File: config.mk
export PLATFORM = sky130hd
export DESIGN_NAME = vpm_hazard_ctrl
export DESIGN_NICKNAME = d
export VERILOG_FILES = /design/src/rtl/vpm_hz_pkg.sv /design/src/rtl/vpm_hz_mcyc_timer.sv /design/src/rtl/vpm_hazard_ctrl.sv
export SDC_FILE = /design/constraint.sdc
export NUM_CORES = 1
export LEC_CHECK = 0
export ABC_AREA = 1
export BUFFER_PORTS_ARGS = -buffer_cell sky130_fd_sc_hd__buf_4
export CAP_MARGIN = 20
export CORE_UTILIZATION = 45
export CTS_BUF_LIST = sky130_fd_sc_hd__clkbuf_4
export CTS_CLUSTER_DIAMETER = 150
export CTS_CLUSTER_SIZE = 25
export DETAILED_ROUTE_END_ITERATION = 10
export PLACE_DENSITY = 0.71
export SLEW_MARGIN = 20
export SYNTH_ARGS = -nofsm -noshare
export SYNTH_HDL_FRONTEND = slang
export SYNTH_SLANG_ARGS = --single-unit
File: constraint.sdc
create_clock -name clk -period 2.8 [get_ports clk]
set_input_delay 0 -clock clk [delete_from_list [all_inputs] [get_ports clk]]
set_output_delay 0 -clock clk [all_outputs]
set_load 0.1 [all_outputs]
File: src/rtl/vpm_hz_pkg.sv
// vpm_hz_pkg: shared types and helpers for the VPM hazard controller
package vpm_hz_pkg;
  typedef enum logic {HZ_IDLE, HZ_HOLD} hz_state_t;
  localparam int STAT_W = 32;
  function automatic int hsb(input logic [31:0] v);
    int r;
    r = -1;
    for (int i = 0; i < 32; i++) if (v[i]) r = i;
    return r;
  endfunction
endpackage

File: src/rtl/vpm_hz_mcyc_timer.sv
// vpm_hz_mcyc_timer: IDLE/HOLD multicycle hold FSM with countdown
// Ports: i_clk/i_rst_n clock and async active-low reset; i_start/i_cycles/i_stage
// request a hold of i_cycles cycles on stage i_stage; i_abort ends a hold early;
// o_busy marks HOLD, o_stage is the latched held stage.
module vpm_hz_mcyc_timer
  import vpm_hz_pkg::*;
#(
  parameter int STAGES    = 5,
  parameter int CNT_WIDTH = 4
) (
  input  logic                       i_clk,
  input  logic                       i_rst_n,
  input  logic                       i_start,
  input  logic [CNT_WIDTH-1:0]       i_cycles,
  input  logic [$clog2(STAGES)-1:0]  i_stage,
  input  logic                       i_abort,
  output logic                       o_busy,
  output logic [$clog2(STAGES)-1:0]  o_stage
);
  hz_state_t r_state, w_state_nxt;
  logic [CNT_WIDTH-1:0] r_cnt, w_cnt_nxt;
  logic [$clog2(STAGES)-1:0] r_stage, w_stage_nxt;
  logic w_go;
  // out-of-range stages and zero-length holds never leave IDLE
  assign w_go = i_start && i_cycles != '0 && 32'(i_stage) < STAGES;
  always_ff @(posedge i_clk or negedge i_rst_n)
    if (!i_rst_n) begin
      r_state <= HZ_IDLE;
      r_cnt   <= '0;
      r_stage <= '0;
    end else begin
      r_state <= w_state_nxt;
      r_cnt   <= w_cnt_nxt;
      r_stage <= w_stage_nxt;
    end
  // counter holds remaining cycles minus one, so HOLD lasts exactly i_cycles
  always_comb begin
    w_state_nxt = r_state;
    w_cnt_nxt   = r_cnt;
    w_stage_nxt = r_stage;
    if (r_state == HZ_IDLE) begin
      if (w_go) begin
        w_state_nxt = HZ_HOLD;
        w_cnt_nxt   = i_cycles - CNT_WIDTH'(1);
        w_stage_nxt = i_stage;
      end
    end else if (i_abort || r_cnt == '0) begin
      w_state_nxt = HZ_IDLE;
      w_cnt_nxt   = '0;
    end else begin
      w_cnt_nxt = r_cnt - CNT_WIDTH'(1);
    end
  end
  always_ff @(posedge i_clk)
    if (i_rst_n && i_start) assert (32'(i_stage) < STAGES);
  assign o_busy  = r_state == HZ_HOLD;
  assign o_stage = r_stage;
endmodule

File: src/rtl/vpm_hazard_ctrl.sv
// vpm_hazard_ctrl: resolves per-stage stall/flush/multicycle requests into active-low stall and flush enables
// Ports: clk/rst_n clock and async active-low reset; stall_req (level) and flush_req (pulse)
// per stage; mc_start/mc_stage/mc_cycles multicycle hold request; hz_stall_n/hz_flush_n
// per-stage enables (0 = hold / load bubble); mc_busy hold in progress.
// Optional VPM_HZ_STATS_EN adds saturating stat_stall_cycles and stat_flushes counters.
module vpm_hazard_ctrl
  import vpm_hz_pkg::*;
#(
  parameter int STAGES    = 5,
  parameter int CNT_WIDTH = 4
) (
  input  logic                       clk,
  input  logic                       rst_n,
  input  logic [STAGES-1:0]          stall_req,
  input  logic [STAGES-1:0]          flush_req,
  input  logic                       mc_start,
  input  logic [$clog2(STAGES)-1:0]  mc_stage,
  input  logic [CNT_WIDTH-1:0]       mc_cycles,
  output logic [STAGES-1:0]          hz_stall_n,
  output logic [STAGES-1:0]          hz_flush_n,
`ifdef VPM_HZ_STATS_EN
  output logic [STAT_W-1:0]          stat_stall_cycles,
  output logic [STAT_W-1:0]          stat_flushes,
`endif
  output logic                       mc_busy
);
  logic r_init;
  logic w_abort;
  logic [$clog2(STAGES)-1:0] w_held;
  int w_s, w_f;
  vpm_hz_mcyc_timer #(.STAGES(STAGES), .CNT_WIDTH(CNT_WIDTH)) u_timer (
    .i_clk(clk), .i_rst_n(rst_n), .i_start(mc_start), .i_cycles(mc_cycles),
    .i_stage(mc_stage), .i_abort(w_abort), .o_busy(mc_busy), .o_stage(w_held)
  );
  // keeps every stage flushed through reset and the first cycle after release
  always_ff @(posedge clk or negedge rst_n)
    if (!rst_n) r_init <= 1'b1;
    else r_init <= 1'b0;
  // S = w_s, F = w_f (-1 when absent); stall effects only reach stages >= F
  always_comb begin
    w_f = hsb(32'(flush_req));
    w_s = hsb(32'(stall_req));
    if (mc_busy && int'(w_held) > w_s) w_s = int'(w_held);
    for (int j = 0; j < STAGES; j++) begin
      hz_stall_n[j] = r_init || !(j <= w_s && j >= w_f);
      hz_flush_n[j] = !r_init && !(j < w_f || (w_s >= 0 && j == w_s + 1));
    end
  end
  assign w_abort = mc_busy && w_f > int'(w_held);
`ifdef VPM_HZ_STATS_EN
  logic [STAT_W-1:0] r_stall_cnt, r_flush_cnt;
  always_ff @(posedge clk or negedge rst_n)
    if (!rst_n) begin
      r_stall_cnt <= '0;
      r_flush_cnt <= '0;
    end else begin
      if (!(&hz_stall_n) && !(&r_stall_cnt)) r_stall_cnt <= r_stall_cnt + STAT_W'(1);
      if ((|flush_req) && !(&r_flush_cnt)) r_flush_cnt <= r_flush_cnt + STAT_W'(1);
    end
  assign stat_stall_cycles = r_stall_cnt;
  assign stat_flushes      = r_flush_cnt;
`endif
endmodule
# Yosys cells after proc, flatten, opt, wreduce, memory -nomap -nowiden
# Index checks and enable logic that the tools add are counted.
classes:
  muxes: 17
  reduce_logical: 46
  bitwise: 1
  magnitude_cmp: 19
  eq_ne: 4
  add_sub_neg: 3
ops:
  columns: ["op", "count"]
  rows:
  - ["32-bit two-way mux", 11]
  - ["3-bit by 32-bit equality test with 1-bit output (first input constant)", 2]
  - ["3-bit by 32-bit greater-or-equal comparator with 1-bit output (first input constant)", 2]
  - ["3-bit by 32-bit less-or-equal comparator with 1-bit output (first input constant)", 2]
  - ["3-bit by 32-bit less-than comparator with 1-bit output (first input constant)", 2]
  - ["32-bit by 2-bit adder with 32-bit output (second input constant)", 1]
  - ["2-bit by 32-bit equality test with 1-bit output (first input constant)", 1]
  - ["4-bit by 32-bit equality test with 1-bit output (first input constant)", 1]
  - ["1-bit by 32-bit greater-or-equal comparator with 1-bit output (first input constant)", 1]
  - ["2-bit by 32-bit greater-or-equal comparator with 1-bit output (first input constant)", 1]
  - ["32-bit by 1-bit greater-or-equal comparator with 1-bit output (second input constant)", 1]
  - ["4-bit by 32-bit greater-or-equal comparator with 1-bit output (first input constant)", 1]
  - ["32-bit by 4-bit greater-than comparator with 1-bit output", 1]
  - ["4-bit by 32-bit greater-than comparator with 1-bit output", 1]
  - ["1-bit by 32-bit less-or-equal comparator with 1-bit output (first input constant)", 1]
  - ["2-bit by 32-bit less-or-equal comparator with 1-bit output (first input constant)", 1]
  - ["4-bit by 32-bit less-or-equal comparator with 1-bit output (first input constant)", 1]
  - ["32-bit logical NOT", 1]
  - ["1-bit by 32-bit less-than comparator with 1-bit output (first input constant)", 1]
  - ["2-bit by 32-bit less-than comparator with 1-bit output (first input constant)", 1]
  - ["4-bit by 32-bit less-than comparator with 1-bit output (first input constant)", 1]
  - ["1-bit logical AND", 19]
  - ["4-bit two-way mux", 3]
  - ["1-bit logical NOT", 11]
  - ["other kinds (9)", 22]
totals:
  wordCells: 94
  regBits: 9

# Logic depth before layout (Yosys ltp)
depth:
  ltp_word: 14
  ltp_mapped: 23
  mapped_depth_nobuf: 23

# By module
# From an unflattened synthesis, not the netlist that was laid out.
hier_totals:
  hier_cells: 182
  hier_area_um2: 1162.4
modules_own_cells:
  columns: ["module", "cells_each", "seq_area_each_um2", "area_each_um2", "instances"]
  rows:
  - ["vpm_hazard_ctrl", 105, 26.3, 658.1, 1]
  - ["vpm_hz_mcyc_timer", 77, 200.2, 504.2, 1]

# Least setup slack after synthesis
# No wires, ideal clock.
synth_timing:
  path_type: "reg2out"
  start: "register u_timer.r_state, in the netlist u_timer.o_busy"
  end: "output port hz_flush_n[1]"
  stages_incl_launch_ff: 11
  t_arrival_ns: 3.554
  path_slack_ns: -0.754
  path_buffers: 1
  path_cell_list: "dfrtp_1 buf_4 nand3_1 nand2_2 nand3_2 ha_1 nand4_1 nor2_1 nand3_1 nor2_2 a21oi_1"
synth_via:
  elab_chain_len: 8
synth_rtl:
  columns: ["item", "line", "rtl"]
  rows:
  - ["start, declared", "vpm_hz_mcyc_timer.sv:20", "hz_state_t r_state, w_state_nxt;"]
  - ["start signal, assigned", "vpm_hz_mcyc_timer.sv:32", "r_state <= w_state_nxt;"]
  - ["1-bit logical AND (*)", "vpm_hazard_ctrl.sv:43", "if (mc_busy && int'(w_held) > w_s) w_s = int'(w_held);"]
  - ["32-bit two-way mux (*)", "vpm_hazard_ctrl.sv:43", null]
  - ["32-bit by 2-bit adder with 32-bit output", "vpm_hazard_ctrl.sv:46", "hz_flush_n[j] = !r_init && !(j < w_f || (w_s >= 0 && j == w_s + 1));"]
  - ["2-bit by 32-bit equality test with 1-bit output", "vpm_hazard_ctrl.sv:46", null]
  - ["1-bit logical AND (*)", "vpm_hazard_ctrl.sv:46", null]
  - ["1-bit logical OR (*)", "vpm_hazard_ctrl.sv:46", null]
  - ["1-bit logical NOT (*)", "vpm_hazard_ctrl.sv:46", null]
  - ["1-bit logical AND (*)", "vpm_hazard_ctrl.sv:46", null]
  - ["end, declared", "vpm_hazard_ctrl.sv:20", "output logic [STAGES-1:0] hz_flush_n,"]
# Mark *: on every way between the ends. The rest lies on a longest branch, timed or not.

# Worst setup path in the final report
layout_timing:
  start: "register u_timer.r_stage[2], in the netlist u_timer.o_stage[2]"
  end: "output port hz_flush_n[3]"
layout_via:
  elab_chain_len: 9
layout_rtl:
  columns: ["item", "line", "rtl"]
  rows:
  - ["start, declared", "vpm_hz_mcyc_timer.sv:22", "logic [$clog2(STAGES)-1:0] r_stage, w_stage_nxt;"]
  - ["start signal, assigned", "vpm_hz_mcyc_timer.sv:34", "r_stage <= w_stage_nxt;"]
  - ["4-bit by 32-bit greater-than comparator with 1-bit output", "vpm_hazard_ctrl.sv:43", null]
  - ["1-bit logical AND", "vpm_hazard_ctrl.sv:43", null]
  - ["32-bit two-way mux (*)", "vpm_hazard_ctrl.sv:43", null]
  - ["32-bit by 2-bit adder with 32-bit output", "vpm_hazard_ctrl.sv:46", null]
  - ["3-bit by 32-bit equality test with 1-bit output", "vpm_hazard_ctrl.sv:46", null]
  - ["1-bit logical AND (*)", "vpm_hazard_ctrl.sv:46", null]
  - ["1-bit logical OR (*)", "vpm_hazard_ctrl.sv:46", null]
  - ["1-bit logical NOT (*)", "vpm_hazard_ctrl.sv:46", null]
  - ["1-bit logical AND (*)", "vpm_hazard_ctrl.sv:46", null]
# Marks and branches as above.

==> impl_metrics.yaml <==
outcome:
  status: "complete, but fails checks"
  violations: "negative setup slack"
placement:
  port_buffers: 30
  dpl_worst_slack_ns: 0.0873
  hpwl_um: 2090
  post_dp_cell_area_um2: 1370
  place.gp.congestion: 0.817
critical_path:
  required_ns: 2.80
  start_kind: "flip-flop"
  crit_path_max_fanout: 6
  path_cells: "ha_1, nand2_1, nand2_1, nand2_2, nand2_4, nand2_4, nand2_2, nand2_2, nand3_4, ha_4, nor2_1, nand4_1, nor2_2, nand3_2, nor2_4, a21oi_2, buf_8"
  critical_path_arrival_ns: 2.85
  crit_slowest_cell: "dfrtp_1"
  crit_family: "simple AND/OR/NAND/NOR gates"
  critPathKind: "flip-flop to output port"
  crit_path_frequent_cell: "nand2_2"
  cp_num_buf_inv: 1
  max_stage_delay_ns: 0.40
  end_kind: "output port"
detailed_routing:
  num_vias: 1250
  routed_via_density: 5.17
  post-route-drc-count: 0
  wl_per_cell_um: 12.1
  first_pass_iters: 4
  wirelength_um: 2940
  antenna_left: 0
  first_iter_violations: 28
yosys:
  synth_area_per_cell_um2: 6.46
  async_reset_ff_share_pct: 100
  yosysMostFrequentCell: "nand2_1"
  synth_flop_cell: "dfrtp_1"
  syn_nets: 194
  synth_top_area_share_pct: 18.9
  synth-edff-count: 0
  synth_cells: 164
  yosys-top-cells-area: "dfrtp_1 (19%), nand2_1 (14%), ha_1 (12%)"
  synth_common_cells: "nand2_1 (39), inv_1 (31), nor2_1 (17)"
  synth_cell_types: 30
  synth_seq_area_share_pct: 21.4
  yosys.area.top_type: "dfrtp_1"
  ys_warn_count: 0
  ys_seq_elements: 9
  netlist_area_um2: 1060
die:
  start_util_pct: 47.9
  fp.coreArea_um2: 2210
  rows: 17
  die_area_um2: 2550
  die_w_um: 50.5
  ios: 31
  die_y_um: 50.5
layout:
  antenna_cells: 0
  final_cell_area_um2: 1680
  syn_to_final_growth_pct: 58.8
  drive_above_1_share_pct: 40.2
  nets: 245
cts:
  clk_pin_slew_ns: 0.06
  cts_tree: "built"
  htree_levels: 1
  numClockSinks: 9
  clock_latency_ns: 0.26
  clockRootBuffer: "clkbuf_4"
  cts_buffers: 3
  cts_max_path_buffers: 2
global_route:
  grt_pass1_vias: 1206
  antenna_found_initial: 0
  grtUsageTotal_pct: 22.3
  grt_overflow: 0
  grt_max_degree: 13
  grt_pass1_wl_um: 4530
timing:
  finalSetupTns_ns: -0.0759
  skew_ns: 0.00238
  grt_setup_unrepaired: "yes"
  worst_slew_pin_slew_ns: 0.583
  drv_slew: 0
  fmax_ghz: 0.351
  min_period_ns: 2.85
  setup_viol: 2
  slew_headroom_pct: 61.1
  setup_ws_ns: -0.0467
  finalCritPeriodShare_pct: 102
  hold_viol_final: 0
power_and_ir_drop:
  power_density_nw_per_um2: 758
  peakVddDrop_v: 0.000537
  leakage_nw: 0.830
min_path:
  hold_path.class: "primary input to flip-flop"
job:
  cap_violations: 0
-- worst min-delay path, stage by stage --
cell and delay [ns]:
buf_4 0.09, nand2_1 0.04, nand3_1 0.07, a31oi_1 0.07
-- routing by layer --
metal	track usage, %	vias to the layer above	share of wire (%)
li1	-	623	-
met1	23.3	594	40
met2	45.6	28	56
met3	1.82	5	3.0
met4	6.94	0	0.92
met5	0	-	0
-- state kept, by name, indices dropped and copies added (netlist names) --
| register | count |
|---|---|
| r_init | 1 |
| u_timer.r_cnt | 4 |
| u_timer.o_stage | 3 |
| u_timer.o_busy | 1 |
-- layout by cell type (no fill, tap or decap), types with 7 or more instances in the layout --
| cell | netlist | layout |
|---|---|---|
| buf_4 | 1 | 38 |
| ha_1 | 10 | 7 |
| nor2_1 | 17 | 10 |
| nor2_4 | 2 | 8 |
| inv_1 | 31 | 29 |
| o21ai_0 | 9 | 9 |
| nand2_1 | 39 | 32 |
| nand3_1 | 14 | 10 |
| nand2_2 | 2 | 7 |
| dfrtp_1 | 8 | 8 |
-- final timing paths --
kind                                                 from                            to  slack, ns  cells past startpoint
max                        u_timer.o_stage[2]$_DFFE_PN0P_                 hz_flush_n[3]      -0.05                     17
min in group asynchronous                           rst_n  u_timer.r_cnt[1]$_DFFE_PN0P_       0.09                      2
max reg2reg                      u_timer.o_busy$_DFF_PN0_  u_timer.r_cnt[1]$_DFFE_PN0P_       1.06                      6
min                                          mc_cycles[3]  u_timer.r_cnt[3]$_DFFE_PN0P_       0.05                      4
min reg2reg                  u_timer.r_cnt[1]$_DFFE_PN0P_  u_timer.r_cnt[1]$_DFFE_PN0P_       0.58                      2
max in group asynchronous                           rst_n              r_init$_DFF_PN1_       2.49                      2
-- stage by stage --
stage / hold slack [ns] / utilization [%] / cells / power [mW]
floorplan: -0.296 / - / 164 / 0.791
global placement: -0.173 / 61.7 / 224 / 0.927
detailed placement: -0.170 / 61.7 / 224 / 0.958
CTS: 0.0536 / 67.1 / 234 / 1.11
global route: 0.0766 / 76.1 / 242 / 1.39
finish: 0.0539 / 76.1 / 242 / 1.28
-- power breakdown --
group          leakage, nW  switching [mW]  internal (mW)
Sequential           0.108          0.0684          0.187
Combinational        0.704           0.567          0.344
Clock               0.0184          0.0456         0.0646
-- final cells by class --
cell class,count,area (um^2)
timing repair buffer,47,403
fill,163,529
tap,28,35.0
clock buffer,4,30.0
inverter,31,116
multi-input combinational,123,872
sequential,9,226
-- what timing repair did --
item / 4_1_cts / 5_1_grt
gates cloned: 0 / 0
pin swaps: 4 / 16
endpoints found under the setup margin: 5 / 5
endpoints found under the hold margin: 12 / 0
hold buffers: 4 / 0
buffers inserted: 2 / 8
gates resized for setup: 10 / 30
-- cell families after synthesis --
logic type                 Yosys count  share of synthesized area [%]
adders and majority gates           10                           11.8
xor gates and xnor gates             3                           2.48
AOI/OAI and AO/OA                   23                           12.9
and+or+nand+nor                     86                           39.4
other                                1                          0.354
DFF                                  9                           21.4
buffers and inverters               32                           11.7
(Power assumes the default switching activity.)
